### src/rtl/camera_capture_pkg.sv
// Shared video definitions: active-window defaults, RGB565 field layout,
// frame-buffer bias constants and byte-pair packing.
package camera_capture_pkg;

    localparam int H_ACTIVE_DEF = 640;
    localparam int V_ACTIVE_DEF = 480;

    localparam int CAM_DATA_W = 8;
    localparam int COL_W      = 10;
    localparam int ROW_W      = 9;
    localparam int PIX_W      = 16;

    localparam int RGB_R_MSB = 15;
    localparam int RGB_R_LSB = 11;
    localparam int RGB_G_MSB = 10;
    localparam int RGB_G_LSB = 5;
    localparam int RGB_B_MSB = 4;
    localparam int RGB_B_LSB = 0;

    localparam logic [31:0] FB_BASE_BIAS   = 32'h0000_0000;
    localparam int          FB_LINE_STRIDE = H_ACTIVE_DEF;

    // Camera sends the high byte first; the pixel is the bytes side by side.
    function automatic logic [PIX_W-1:0] packRgb565(input logic [CAM_DATA_W-1:0] hi,
                                                     input logic [CAM_DATA_W-1:0] lo);
        return {hi, lo};
    endfunction

endpackage

### src/rtl/camera_capture_if.sv
// Camera byte bus in, assembled pixel stream out.
interface camera_capture_if;
    import camera_capture_pkg::*;

    logic                  camPclk;
    logic                  camVsync;
    logic                  camHref;
    logic [CAM_DATA_W-1:0] camData;
    logic [COL_W-1:0]      outX;
    logic [ROW_W-1:0]      outY;
    logic [PIX_W-1:0]      outPixel;
    logic                  pixelValid;
    logic                  frameDone;

    modport master (
        output camPclk, camVsync, camHref, camData,
        input  outX, outY, outPixel, pixelValid, frameDone
    );

    modport slave (
        input  camPclk, camVsync, camHref, camData,
        output outX, outY, outPixel, pixelValid, frameDone
    );

endinterface

### src/rtl/camera_capture_sync2.sv
// Width-parameterized two-flop synchronizer with asynchronous clear.
module camera_capture_sync2 #(
    parameter int WIDTH = 1
) (
    input  logic             clk,
    input  logic             reset,
    input  logic [WIDTH-1:0] d,
    output logic [WIDTH-1:0] q
);

    logic [WIDTH-1:0] meta;

    always_ff @(posedge clk or posedge reset) begin
        if (reset) begin
            meta <= '0;
            q    <= '0;
        end else begin
            meta <= d;
            q    <= meta;
        end
    end

endmodule

### src/rtl/camera_capture.sv
// Oversampled DVP camera capture: pairs RGB565 bytes into pixels with
// column/row coordinates, clipped to the active window.
module camera_capture
    import camera_capture_pkg::*;
#(
    parameter int H_ACTIVE = H_ACTIVE_DEF,
    parameter int V_ACTIVE = V_ACTIVE_DEF
) (
    input  logic             clk,
    input  logic             reset,
    camera_capture_if.slave  cam
);

    typedef enum logic [1:0] {S_WAIT, S_VBLANK, S_ACTIVE} state_t;

    localparam logic [COL_W-1:0] COL_MAX = COL_W'(H_ACTIVE);
    localparam logic [ROW_W-1:0] ROW_MAX = ROW_W'(V_ACTIVE);

    function automatic logic [COL_W-1:0] colSatInc(input logic [COL_W-1:0] c);
        return (c < COL_MAX) ? c + COL_W'(1) : COL_MAX;
    endfunction

    function automatic logic [ROW_W-1:0] rowSatInc(input logic [ROW_W-1:0] r);
        return (r < ROW_MAX) ? r + ROW_W'(1) : ROW_MAX;
    endfunction

    state_t                state, nextState;
    logic [2:0]            ctl_p0;
    logic [CAM_DATA_W-1:0] data_p0;
    logic                  pclk_p0, vsync_p0, href_p0;
    logic                  pclk_p1, vsync_p1, href_p1;
    logic                  pclkRise, vsyncRise, vsyncFall, hrefFall;
    logic                  loadHi, emitPix, lineEnd, frameStart, frameEnd, inRange;
    logic [COL_W-1:0]      col;
    logic [ROW_W-1:0]      row;
    logic                  phase;
    logic [CAM_DATA_W-1:0] hiByte;
    logic [COL_W-1:0]      x_p1;
    logic [ROW_W-1:0]      y_p1;
    logic [PIX_W-1:0]      pix_p1;
    logic                  vld_p1, done_p1;

    // Stage p0: synchronized camera samples
    camera_capture_sync2 #(.WIDTH(3)) uSyncCtl (
        .clk(clk), .reset(reset),
        .d({cam.camPclk, cam.camVsync, cam.camHref}), .q(ctl_p0)
    );
    camera_capture_sync2 #(.WIDTH(CAM_DATA_W)) uSyncData (
        .clk(clk), .reset(reset), .d(cam.camData), .q(data_p0)
    );

    assign pclk_p0  = ctl_p0[2];
    assign vsync_p0 = ctl_p0[1];
    assign href_p0  = ctl_p0[0];

    assign pclkRise  = pclk_p0 & ~pclk_p1;
    assign vsyncRise = vsync_p0 & ~vsync_p1;
    assign vsyncFall = ~vsync_p0 & vsync_p1;
    assign hrefFall  = ~href_p0 & href_p1;
    assign inRange   = (col < COL_MAX) && (row < ROW_MAX);

    always_ff @(posedge clk or posedge reset) begin
        if (reset) state <= S_WAIT;
        else       state <= nextState;
    end

    // Vsync edges outrank line ends, which outrank byte strobes.
    always_comb begin
        nextState  = state;
        loadHi     = 1'b0;
        emitPix    = 1'b0;
        lineEnd    = 1'b0;
        frameStart = 1'b0;
        frameEnd   = 1'b0;
        case (state)
            S_WAIT: begin
                if (vsync_p0) nextState = S_VBLANK;
            end
            S_VBLANK: begin
                if (vsyncFall) begin
                    nextState  = S_ACTIVE;
                    frameStart = 1'b1;
                end
            end
            S_ACTIVE: begin
                if (vsyncRise) begin
                    nextState = S_VBLANK;
                    frameEnd  = 1'b1;
                end else if (hrefFall) begin
                    lineEnd = 1'b1;
                end else if (pclkRise && href_p0) begin
                    loadHi  = ~phase;
                    emitPix = phase;
                end
            end
            default: nextState = S_WAIT;
        endcase
    end

    // Stage p1: counters, byte pairing and registered outputs
    always_ff @(posedge clk or posedge reset) begin
        if (reset) begin
            pclk_p1  <= 1'b0;
            vsync_p1 <= 1'b0;
            href_p1  <= 1'b0;
            col      <= '0;
            row      <= '0;
            phase    <= 1'b0;
            hiByte   <= '0;
            x_p1     <= '0;
            y_p1     <= '0;
            pix_p1   <= '0;
            vld_p1   <= 1'b0;
            done_p1  <= 1'b0;
        end else begin
            pclk_p1  <= pclk_p0;
            vsync_p1 <= vsync_p0;
            href_p1  <= href_p0;
            vld_p1   <= emitPix && inRange;
            done_p1  <= frameEnd;
            if (frameStart) begin
                col   <= '0;
                row   <= '0;
                phase <= 1'b0;
            end
            if (lineEnd) begin
                col   <= '0;
                phase <= 1'b0;
                if (col != '0) row <= rowSatInc(row);
            end
            if (loadHi) begin
                hiByte <= data_p0;
                phase  <= 1'b1;
            end
            if (emitPix) begin
                phase <= 1'b0;
                col   <= colSatInc(col);
                if (inRange) begin
                    x_p1   <= col;
                    y_p1   <= row;
                    pix_p1 <= packRgb565(hiByte, data_p0);
                end
            end
        end
    end

    assign cam.outX       = x_p1;
    assign cam.outY       = y_p1;
    assign cam.outPixel   = pix_p1;
    assign cam.pixelValid = vld_p1;
    assign cam.frameDone  = done_p1;

endmodule

### src/flat_wrapper.sv
// flat-port wrapper written by rule: the top's interface ports become plain ports
module camera_capture_flat import camera_capture_pkg::*;
#(
    parameter int H_ACTIVE = H_ACTIVE_DEF,
    parameter int V_ACTIVE = V_ACTIVE_DEF
)
  (clk, reset, cam_camPclk, cam_camVsync, cam_camHref, cam_camData, cam_outX, cam_outY, cam_outPixel, cam_pixelValid, cam_frameDone);
  camera_capture_if cam_i ();
  input  logic clk;
  input  logic reset;
  input wire logic [$bits(cam_i.camPclk)-1:0] cam_camPclk;
  input wire logic [$bits(cam_i.camVsync)-1:0] cam_camVsync;
  input wire logic [$bits(cam_i.camHref)-1:0] cam_camHref;
  input wire logic [$bits(cam_i.camData)-1:0] cam_camData;
  output wire logic [$bits(cam_i.outX)-1:0] cam_outX;
  output wire logic [$bits(cam_i.outY)-1:0] cam_outY;
  output wire logic [$bits(cam_i.outPixel)-1:0] cam_outPixel;
  output wire logic [$bits(cam_i.pixelValid)-1:0] cam_pixelValid;
  output wire logic [$bits(cam_i.frameDone)-1:0] cam_frameDone;
  assign cam_i.camPclk = cam_camPclk;
  assign cam_i.camVsync = cam_camVsync;
  assign cam_i.camHref = cam_camHref;
  assign cam_i.camData = cam_camData;
  assign cam_outX = cam_i.outX;
  assign cam_outY = cam_i.outY;
  assign cam_outPixel = cam_i.outPixel;
  assign cam_pixelValid = cam_i.pixelValid;
  assign cam_frameDone = cam_i.frameDone;
  camera_capture #(.H_ACTIVE(H_ACTIVE), .V_ACTIVE(V_ACTIVE)) u_core (.clk(clk), .reset(reset), .cam(cam_i));
endmodule
### config.mk
export PLATFORM = sky130hd
export DESIGN_NAME = camera_capture_flat
export DESIGN_NICKNAME = d
export VERILOG_FILES = /design/src/rtl/camera_capture_pkg.sv /design/src/rtl/camera_capture_if.sv /design/src/rtl/camera_capture_sync2.sv /design/src/rtl/camera_capture.sv /design/src/flat_wrapper.sv
export SDC_FILE = /design/constraint.sdc
export NUM_CORES = 1
export LEC_CHECK = 0
export BUFFER_PORTS_ARGS = -buffer_cell sky130_fd_sc_hd__buf_2
export CAP_MARGIN = 0
export CORE_MARGIN = 5
export CORE_UTILIZATION = 45
export CTS_CLUSTER_SIZE = 24
export DETAILED_ROUTE_END_ITERATION = 8
export GPL_ROUTABILITY_DRIVEN = 0
export PLACE_DENSITY = 0.72
export SYNTH_ARGS = -nofsm -noshare
export SYNTH_HDL_FRONTEND = slang
export SYNTH_SLANG_ARGS = --single-unit
### constraint.sdc
create_clock -name clk -period 2.8 [get_ports clk]
set_clock_uncertainty 0.1 [all_clocks]
set_input_delay 0.28 -clock clk [delete_from_list [all_inputs] [get_ports clk]]
set_output_delay 0.28 -clock clk [all_outputs]
set_load 0.1 [all_outputs]
==> impl_metrics.ini <==
[run_status]
status = completed

[global_routing]
grt_usage_pct = 13.9
grt_max_degree = 59
grt_pass1_wl_um = 11200
overflow = 0
antenna_found_initial = 0
grt_pass1_vias = 2284

[drt]
via_per_inst = 5.15
wl_met2_um = 3110
wl_met1_um = 3040
vias = 2233
drcViolationCount = 0
wire_per_inst_um = 15.1
top_layer = met4
routed_wl_um = 6530
dr.pass1.iters = 4
dr_wl_met3_um = 278
ant_nets = 0
drt-initial-drc-count = 112

[logic_synthesis]
synthDistinctLibCells = 56
async_flop_share_pct = 100
synth.top_cell.area_share_pct = 61.1
synth_most_common_cell = dfrtp_1
ys_ff_latch = 92
avgSynthCellArea_um2 = 14.6
seq_area_frac_synth_pct = 61.1
synth_nets = 275
synth_area_um2 = 3770
ys_warn_count = 0
yosysTopAreaCell = dfrtp_1
syn_inst = 259
synth_ff_type = dfrtp_1
synth_top_cells_by_area = dfrtp_1 61%, mux2_4 9.6%, mux2_2 5.1%
synthTopCellsByCount = 92 x dfrtp_1, 24 x mux2_4, 17 x mux2_2
synth_edf_count = 0

[pwr]
p_leak_uw = 0.00229
power_density_nw_per_um2 = 587
sw_frac_of_total_pct = 24.0
p_switching_uw = 625
intPower_uw = 1980
p_clk_share_pct = 39.0
ir_worst_vdd_uv = 250
power_frac_seq_pct = 54.3
combPwrFrac_pct = 6.7
p_total_uw = 2600

[finish]
nFillCells = 674
drive_gt1_share_pct = 39.5
syn2layout_area_growth_pct = 17.7
antenna_cells = 0
nNetsFinal = 340

[placed_design]
pre_cts_slack_ns = 0.727
port_buffers = 49
hpwlAfterDp_um = 4410

[worst_setup_path]
arrival_ns = 2.26
required_ns = 2.97
worstSetupPathType = reg2reg
cp-end-kind = flip-flop
start_kind = flip-flop
crit_path_max_fanout = 13
reg2regPathDepth = 6

[clocking]
clock-root-buffer = clkbuf_8
clk_pin_slew_ns = 0.09
cts_tree = done
cts_max_level = 3
clock_path_buffers = 2
cts.sinks = 92
post_cts_buffers = 0
hold_buffers = 12
clock_latency_ns = 0.37
numCtsBuffers = 9
cts_resized = 0

[floorplanning]
core_area_um2 = 8180
dieArea_um2 = 10300
die_x_um = 102
fp.dieH_um = 102
start_util_pct = 46.1
rows = 33
ioPinCount = 50

[min_path]
hold_depth = 0
hold_class = reg2reg

[timing]
hold_viol = 0
finalSetupTns_ns = 0
finalWorstPathRequiredPeriod_ns = 2.10
setup_ws_ns = 0.702
rsz0062_at_grt = no
fin_crit_sh_pct = 74.9
setup_viol = 0
maxSlewViolCount = 0
fmax_ghz = 0.477
tightest_slew_ns = 0.760
slew-limit-headroom_pct = 49.1

[flow_run]
drv_cap = 0
==> registers in the layout, summed over array words and instances (netlist names) <==
name / flops
u_core.cam.outY: 9
u_core.href_p1: 1
u_core.cam.outX: 10
u_core.pclk_p1: 1
u_core.cam.frameDone: 1
u_core.uSyncData.meta: 8
u_core.col: 10
u_core.cam.outPixel: 16
u_core.phase: 1
u_core.uSyncCtl.q: 3
u_core.state: 2
u_core.uSyncData.q: 8
u_core.vsync_p1: 1
u_core.hiByte: 8
u_core.row: 9
u_core.uSyncCtl.meta: 3
u_core.cam.pixelValid: 1
==> kinds of logic after synthesis <==
logic type	synth area share, %
AO/OA/AOI/OAI	6.84
XOR/XNOR	0.232
buffers and inverters	3.45
adder cells (fa/ha/maj)	0.996
multiplexers	15.2
flip-flops	61.1
AND/OR/NAND/NOR	12.2
==> routing by layer <==
layer	track usage, %	vias up
met5	0	-
li1	-	1073
met4	5.21	0
met1	18.3	1112
met3	4.20	9
met2	21.8	39
==> power by group through the flow <==
stage          sequential, µW  combinational [µW]  clock, µW
2_1_floorplan            1470                93.9          0
3_3_place_gp             1440                 163          0
3_5_place_dp             1440                 165          0
4_1_cts                  1410                 178       1040
5_1_grt                  1420                 191       1090
6_report                 1410                 175       1020
==> worst max-delay path, cell delays in order, from the launching register on <==
cell,delay (ns)
dfrtp_1,0.47
inv_1,0.09
ha_1,0.13
nor4b_1,0.23
nand3_1,0.41
and3_1,0.34
a311oi_1,0.24
==> metrics by stage <==
stage,hold slack (ns),util [%],cells,cell area (µm²)
final,0.253,54.3,434,4440
after global routing,0.268,54.3,434,4440
after CTS,0.255,54.3,434,4440
after detailed placement,0.235,50.0,406,4090
after global placement,0.234,50.0,406,4090
after floorplan,0.211,-,259,3770
==> cell type report <==
cell class              instances  area (µm²)  share of cell area [%]
multi-input cells             149        1340                    30.1
repair buffers                 63         393                    8.86
clock inverters                 7         106                    2.40
flip-flops and latches         92        2300                    51.9
clock buffers                   9         124                    2.79
well taps                     105         131                    2.96
inverters                       9        42.5                   0.959
==> worst paths after layout <==
path / start / endpoint / slack (ns)
setup / recovery: u_core.col[0]$_DFFE_PP0P_ / u_core.row[5]$_DFF_PP0_ / 0.70
hold / removal: u_core.uSyncCtl.meta[1]$_DFF_PP0_ / u_core.uSyncCtl.q[1]$_DFF_PP0_ / 0.25
setup reg to reg: u_core.col[0]$_DFFE_PP0P_ / u_core.row[5]$_DFF_PP0_ / 0.70
hold reg to reg: u_core.uSyncCtl.meta[1]$_DFF_PP0_ / u_core.uSyncCtl.q[1]$_DFF_PP0_ / 0.25
max in group asynchronous: reset / u_core.cam.outY[0]$_DFFE_PP0P_ / 1.50
min in group asynchronous: reset / u_core.cam.outPixel[9]$_DFFE_PP0P_ / 0.40
==> cells in the final DEF (no fill, tap or decap), drive strengths merged, types with 3 or more instances in the layout <==
cell type,count
nor3,7
dlygate4sd3,12
clkbuf,9
a41oi,4
nand4,5
and4,3
a211o,4
and3,7
nand2b,6
buf,51
o22a,3
nand3,8
clkinv,3
nand2,11
nor2,9
inv,11
nor4b,3
dfrtp,92
mux2,41
ha,3
(Power assumes the default switching activity.)
